File: config.mk
export PLATFORM = sky130hd
export DESIGN_NAME = sram_dp_param_clr
export DESIGN_NICKNAME = d
export VERILOG_FILES = /design/src/rtl/sram_dp_param_pkg.sv /design/src/rtl/sram_dp_param_core.sv /design/src/rtl/sram_dp_param_clr.sv
export SDC_FILE = /design/constraint.sdc
export NUM_CORES = 1
export LEC_CHECK = 0
export CAP_MARGIN = 5
export CORE_ASPECT_RATIO = 0.7
export CORE_MARGIN = 2
export CORE_UTILIZATION = 50
export CTS_CLUSTER_DIAMETER = 100
export DETAILED_ROUTE_END_ITERATION = 10
export HOLD_SLACK_MARGIN = 0.12
export PLACE_DENSITY = 0.63
export SLEW_MARGIN = 0
export SYNTH_ARGS = -nofsm -noshare
export SYNTH_HDL_FRONTEND = slang
export SYNTH_SLANG_ARGS = --single-unit
File: constraint.sdc
create_clock -name clock -period 3.5 [get_ports clock]
set_input_delay 0.35 -clock clock [delete_from_list [all_inputs] [get_ports clock]]
set_output_delay 0.35 -clock clock [all_outputs]
set_load 0.01 [all_outputs]
File: src/rtl/sram_dp_param_pkg.sv
// Shared types and helpers for the parametrised dual-port register-file RAM.
package sram_dp_param_pkg;

    typedef enum logic {
        ST_IDLE  = 1'b0,
        ST_CLEAR = 1'b1
    } state_t;

    localparam int DEFAULT_DATA_WIDTH = 32;
    localparam int BYTES              = DEFAULT_DATA_WIDTH / 8;

    // The merge works on the widest supported word; callers zero-extend and slice back.
    localparam int MERGE_WIDTH = 512;
    localparam int MERGE_BYTES = MERGE_WIDTH / 8;

    function automatic logic [MERGE_WIDTH-1:0] byte_merge(
        input logic [MERGE_WIDTH-1:0] old_word,
        input logic [MERGE_WIDTH-1:0] new_word,
        input logic [MERGE_BYTES-1:0] mask
    );
        logic [MERGE_WIDTH-1:0] merged;
        merged = old_word;
        for (int i = 0; i < MERGE_BYTES; i++) begin
            if (mask[i]) begin
                merged[8*i +: 8] = new_word[8*i +: 8];
            end
        end
        return merged;
    endfunction

endpackage

File: src/rtl/sram_dp_param_core.sv
// Raw storage array: byte-enable synchronous write, asynchronous read, no reset.
module sram_dp_param_core #(
    parameter int DATA_WIDTH = 32,
    parameter int ADDR_WIDTH = 5
) (
    input  logic                    clock,
    input  logic                    wr_en,
    input  logic [DATA_WIDTH/8-1:0] wr_be,
    input  logic [ADDR_WIDTH-1:0]   wr_addr,
    input  logic [DATA_WIDTH-1:0]   wr_data,
    input  logic [ADDR_WIDTH-1:0]   rd_addr,
    output logic [DATA_WIDTH-1:0]   rd_data
);

    localparam int DEPTH  = 2 ** ADDR_WIDTH;
    localparam int NBYTES = DATA_WIDTH / 8;

    logic [DATA_WIDTH-1:0] mem_q [DEPTH];

    always_ff @(posedge clock) begin
        if (wr_en) begin
            for (int i = 0; i < NBYTES; i++) begin
                if (wr_be[i]) begin
                    mem_q[wr_addr][8*i +: 8] <= wr_data[8*i +: 8];
                end
            end
        end
    end

    assign rd_data = mem_q[rd_addr];

endmodule

File: src/rtl/sram_dp_param_clr.sv
// Dual-port register-file RAM with byte enables, read-during-write bypass and a
// clear sequencer that walks every entry after reset or on clearRequest.
module sram_dp_param_clr
    import sram_dp_param_pkg::*;
#(
    parameter int                    DATA_WIDTH      = 32,
    parameter int                    ADDR_WIDTH      = 5,
    parameter bit                    READ_REGISTERED = 1'b0,
    parameter bit                    BYPASS          = 1'b1,
    parameter logic [DATA_WIDTH-1:0] CLEAR_VALUE     = '0
) (
    input  logic                    clock,
    input  logic                    resetN,
    input  logic                    clearRequest,
    output logic                    busy,
    input  logic                    writeEnable,
    input  logic [DATA_WIDTH/8-1:0] writeByteEnable,
    input  logic [ADDR_WIDTH-1:0]   writeAddress,
    input  logic [DATA_WIDTH-1:0]   writeData,
    input  logic                    readEnable,
    input  logic [ADDR_WIDTH-1:0]   readAddress,
    output logic [DATA_WIDTH-1:0]   dataReadPort,
    output logic                    readValid,
    output state_t                  dbg_state
);

    localparam int                    NBYTES    = DATA_WIDTH / 8;
    localparam logic [ADDR_WIDTH-1:0] LAST_ADDR = '1;

    state_t                  state_q, state_d;
    logic [ADDR_WIDTH-1:0]   clr_cnt_q, clr_cnt_d;

    logic                    arr_we;
    logic [NBYTES-1:0]       arr_be;
    logic [ADDR_WIDTH-1:0]   arr_waddr;
    logic [DATA_WIDTH-1:0]   arr_wdata;
    logic [DATA_WIDTH-1:0]   core_rdata;
    logic [DATA_WIDTH-1:0]   merged_word;
    logic [DATA_WIDTH-1:0]   rd_word;
    logic                    bypass_hit;
    logic                    read_fire;

    // Termination is detected at the last address, so the counter never wraps onto entry 0.
    always_comb begin
        state_d   = state_q;
        clr_cnt_d = clr_cnt_q;
        if (state_q == ST_CLEAR) begin
            if (clr_cnt_q == LAST_ADDR) begin
                state_d   = ST_IDLE;
                clr_cnt_d = '0;
            end else begin
                clr_cnt_d = clr_cnt_q + ADDR_WIDTH'(1);
            end
        end else if (clearRequest) begin
            state_d = ST_CLEAR;
        end
    end

    always_ff @(posedge clock or negedge resetN) begin
        if (!resetN) begin
            state_q   <= ST_CLEAR;
            clr_cnt_q <= '0;
        end else begin
            state_q   <= state_d;
            clr_cnt_q <= clr_cnt_d;
        end
    end

    assign busy      = (state_q == ST_CLEAR);
    assign dbg_state = state_q;

    always_comb begin
        if (busy) begin
            arr_we    = 1'b1;
            arr_be    = '1;
            arr_waddr = clr_cnt_q;
            arr_wdata = CLEAR_VALUE;
        end else begin
            arr_we    = writeEnable;
            arr_be    = writeByteEnable;
            arr_waddr = writeAddress;
            arr_wdata = writeData;
        end
    end

    sram_dp_param_core #(
        .DATA_WIDTH (DATA_WIDTH),
        .ADDR_WIDTH (ADDR_WIDTH)
    ) u_core (
        .clock   (clock),
        .wr_en   (arr_we),
        .wr_be   (arr_be),
        .wr_addr (arr_waddr),
        .wr_data (arr_wdata),
        .rd_addr (readAddress),
        .rd_data (core_rdata)
    );

    // readValid qualifies dataReadPort for exactly the cycle it is high; there is no
    // back-pressure, so a read fires whenever readEnable is high outside a clear.
    assign read_fire   = readEnable & ~busy;
    assign bypass_hit  = BYPASS && !busy && writeEnable && readEnable
                         && (writeAddress == readAddress);
    assign merged_word = DATA_WIDTH'(byte_merge(MERGE_WIDTH'(core_rdata),
                                                MERGE_WIDTH'(writeData),
                                                MERGE_BYTES'(writeByteEnable)));
    assign rd_word     = bypass_hit ? merged_word : core_rdata;

    if (READ_REGISTERED) begin : g_reg
        logic [DATA_WIDTH-1:0] rd_data_q, rd_data_d;
        logic                  rd_valid_q, rd_valid_d;

        always_comb begin
            rd_valid_d = read_fire;
            rd_data_d  = read_fire ? rd_word : rd_data_q;
        end

        always_ff @(posedge clock or negedge resetN) begin
            if (!resetN) begin
                rd_data_q  <= CLEAR_VALUE;
                rd_valid_q <= 1'b0;
            end else begin
                rd_data_q  <= rd_data_d;
                rd_valid_q <= rd_valid_d;
            end
        end

        assign dataReadPort = rd_data_q;
        assign readValid    = rd_valid_q;
    end else begin : g_comb
        assign dataReadPort = busy ? CLEAR_VALUE : rd_word;
        assign readValid    = read_fire;
    end

endmodule

==> out/summary.txt <==
GRT Overall Usage -> 24.30%
sw frac -> 25.31%
Root Buffer -> clkbuf_16
IO Pins -> 86
CP arrival -> 3000 ps
Tcrit/Tclk final -> 95.66%
RSZ-0062 raised after global routing -> false
Placement Rows -> 88
CTS Sinks -> 1030
Starting Density -> 50.37%
Final ANT Viol Nets -> 0
critical path required time -> 3150 ps
Clock Power Share -> 34.9%
critical path class -> input port to output port
synthesized net count -> 2492
share of cells above drive strength 1 -> 17.86%
drt wl/cell -> 26.34 µm
Max Slew Vio Count -> 0
vias in the first global route -> 22800
Vias -> 23430
Worst Hold Class -> input port to flop
post-route setup slack -> 151.8 ps
cell count after synthesis -> 2439
clock latency on the worst-skew pair -> 670 ps
Mapped Area -> 41380 µm²
# fillers -> 6074
Final Critical Period -> 3348 ps
# setup viols final -> 0
Slew HR -> 35.91%
DRC Markers -> 0
Pre-Repair DR Iteration Count -> 6
DRT Wirelength -> 103.7 mm
Avg Cell Area, Syn -> 16.96 µm²
# nets final -> 2828
area grow syn2layout -> 18.60%
Pleak -> 18.09 nW
Gate power share -> 14.7%
Crit Path Max Fanout -> 38
slew at the pin closest to its max-slew limit -> 958.3 ps
Setup TNS Final -> 0 ps
TritonCTS clock tree -> yes
post-synthesis async set-or-reset flop share -> 0.5825%
peak supply drop -> 0.5159 mV
die area -> 85110 µm²
Sequential Power Share -> 50.3%
clk slew on worst S/H paths -> 60 ps
drt via density -> 5.949
port bufs -> 85
CTS Buf Count -> 96
crit end category -> output port
Clock Skew -> 14.67 ps
register area share after synthesis -> 74.68%
EDFF count, synth -> 1024
Max Cap Violations -> 0
startpoint types -> input port
DPL Wire Length -> 66.33 mm
Ys Warns -> 0
antenna violations before repair -> 1
#FFs+latches synth -> 1030
DIE HEIGHT -> 244.7 µm
Cell variety after synth -> 40
Int Pwr -> 23.01 mW
fmax -> 298.7 MHz
CTS HTree Levels -> 3
final global-route overflow total -> 0
Top FF cell, synth -> edfxtp_1
pre-CTS WS -> -229.7 ps
Hold Vio Cnt, Final -> 0
Net Sw Power -> 7.799 mW
maximum buffer depth of the clock tree -> 3
first-pass GRT wire length -> 151.3 mm
die width -> 347.8 µm
DRT iter0 DRCs -> 2683
gpl congestion -> 0.8578
status -> finished clean
maximum number of pins on one net before global-route repair -> 64
Final Util -> 59.74%
PD cells -> 627.9 nW/µm²
CORE AREA -> 82140 µm²
-- routing by layer --
layer  part of all wire, %  GRT usage, %
met1                    45         36.23
met3                   8.3         5.934
met5                     0             0
met2                    45         36.15
met4                   2.1         5.959
-- path summary, 6_finish.rpt --
path                           startpoint             endpoint  slack, ps  cells after the start
setup reg to reg                     busy  u_core.mem_q[0][16]        390                      5
hold / removal               clearRequest                 busy        230                      3
min in group asynchronous          resetN         clr_cnt_q[3]        490                      2
hold reg to reg              clr_cnt_q[3]         clr_cnt_q[3]        610                      1
max in group asynchronous          resetN                 busy       2720                      2
setup / recovery           readAddress[0]     dataReadPort[17]        150                     10
-- cells in the final DEF, fill, tap and decap left out, types with 3 or more instances in the layout --
cell             netlist  layout
nor3_1                24      24
nor2b_2                0      32
nand2_1               21      21
o32ai_1                3       3
o21ai_0                6       6
inv_1                  4       4
and3_1                 3       3
buf_8                  8       4
xor2_1                 4       4
clkinv_2               0      10
or4_1                 32      31
buf_4                 38     262
a21oi_1              132     127
dfrtp_1                5       5
diode_2                0       3
dlygate4sd2_1          0      28
clkbuf_1              88      21
nor2_1               142     141
a22oi_1              257     242
clkdlybuf4s50_1        0      51
clkinv_1               0      27
dlymetal6s2s_1         0       3
mux2_2                 3       3
a21oi_2                0       5
a211oi_1              32      29
a211oi_2               0       3
a22oi_2                0      15
bufinv_16              0      15
clkbuf_16              0     101
nand3_1               18      18
nand2b_1               6       4
buf_12                 0      45
edfxtp_1            1024    1024
mux2i_1              513     513
-- stage by stage --
stage | cells | power, mW | hold slack [ps] | area (µm²)
2_1_floorplan | 2439 | 17.93 | 54.41 | 41380
3_3_place_gp | 3750 | 20.09 | 549.1 | 45660
3_5_place_dp | 3750 | 20.25 | 585.8 | 45660
4_1_cts | 3931 | 30.90 | 185.5 | 48970
5_1_grt | 3936 | 31.82 | 222.9 | 49060
6_report | 3939 | 30.81 | 227.6 | 49070
-- synth_stat cells (all sizes together), types with 3 or more instances --
master	number	area, µm²
a22oi	257	1929
nand2b	6	37.54
o21ai	6	30.03
nor2b	35	219.0
and2	3	18.77
and3	3	18.77
o32ai	3	26.28
nor3	24	120.1
nand3	18	90.09
or4	32	240.2
a211oi	32	240.2
mux2i	513	5135
mux2	3	33.78
edfxtp	1024	30750
dfrtp	5	125.1
inv	4	15.01
a21oi	132	660.6
nor2	142	533.0
buf	68	553.0
xor2	4	35.03
clkbuf	89	337.8
nand2	21	78.83
-- flip-flops by register name, summed over array words and instances, names as in the netlist --
name,flops
busy,1
clr_cnt_q,5
u_core.mem_q,1024
-- logic make-up (layout without fill, tap and decap cells) --
family | Yosys count | count (layout) | synth area share (%)
flops | 1030 | 1030 | 74.68
buf+inv | 161 | 578 | 2.189
xor+xnor | 5 | 5 | 0.1058
other cells | 0 | 3 | 0
fa+ha+maj | 2 | 2 | 0.06047
compound gates | 438 | 438 | 7.131
mux | 516 | 516 | 12.49
simple gates | 287 | 287 | 3.339
-- worst max-delay path: stages --
cell and delay (ps):
clkdlybuf4s50_1 400, buf_4 170, nor2b_4 150, buf_12 180
buf_4 200, a22oi_1 240, a21oi_1 150, or4_1 560
a211oi_1 240, dlygate4sd2_1 290
-- area by class of cell --
type                    instances  area, µm²  share of cell area [%]
flip-flops and latches       1030      30900                   62.98
well taps                    1080       1351                   2.754
clock inverters                57      651.9                   1.328
inverters                       4      15.01                 0.03060
multi-input cells            1248       9792                   19.95
diodes                          3      7.507                 0.01530
clock buffers                 122       2606                   5.311
repair buffers                395       3742                   7.626
-- what timing repair did --
| item | CTS | global route |
|---|---|---|
| pin swaps | 2 | 1 |
| gates resized for setup | 45 | 8 |
| buffers inserted | 1 | 2 |
| endpoints found under the setup margin | 32 | 3 |
| hold endpoints to repair | 5 | 0 |
| hold buffers | 1 | 0 |
-- power groups by stage --
| stage | Clock, mW | Combinational [mW] | Sequential [mW] |
|---|---|---|---|
| after floorplan | 0 | 2.25 | 15.7 |
| after global placement | 0 | 4.37 | 15.7 |
| after detailed placement | 0 | 4.46 | 15.8 |
| after CTS | 10.9 | 4.47 | 15.5 |
| after global routing | 11.4 | 4.81 | 15.6 |
| final | 10.8 | 4.54 | 15.5 |
Power figures use the tool's default switching activity.
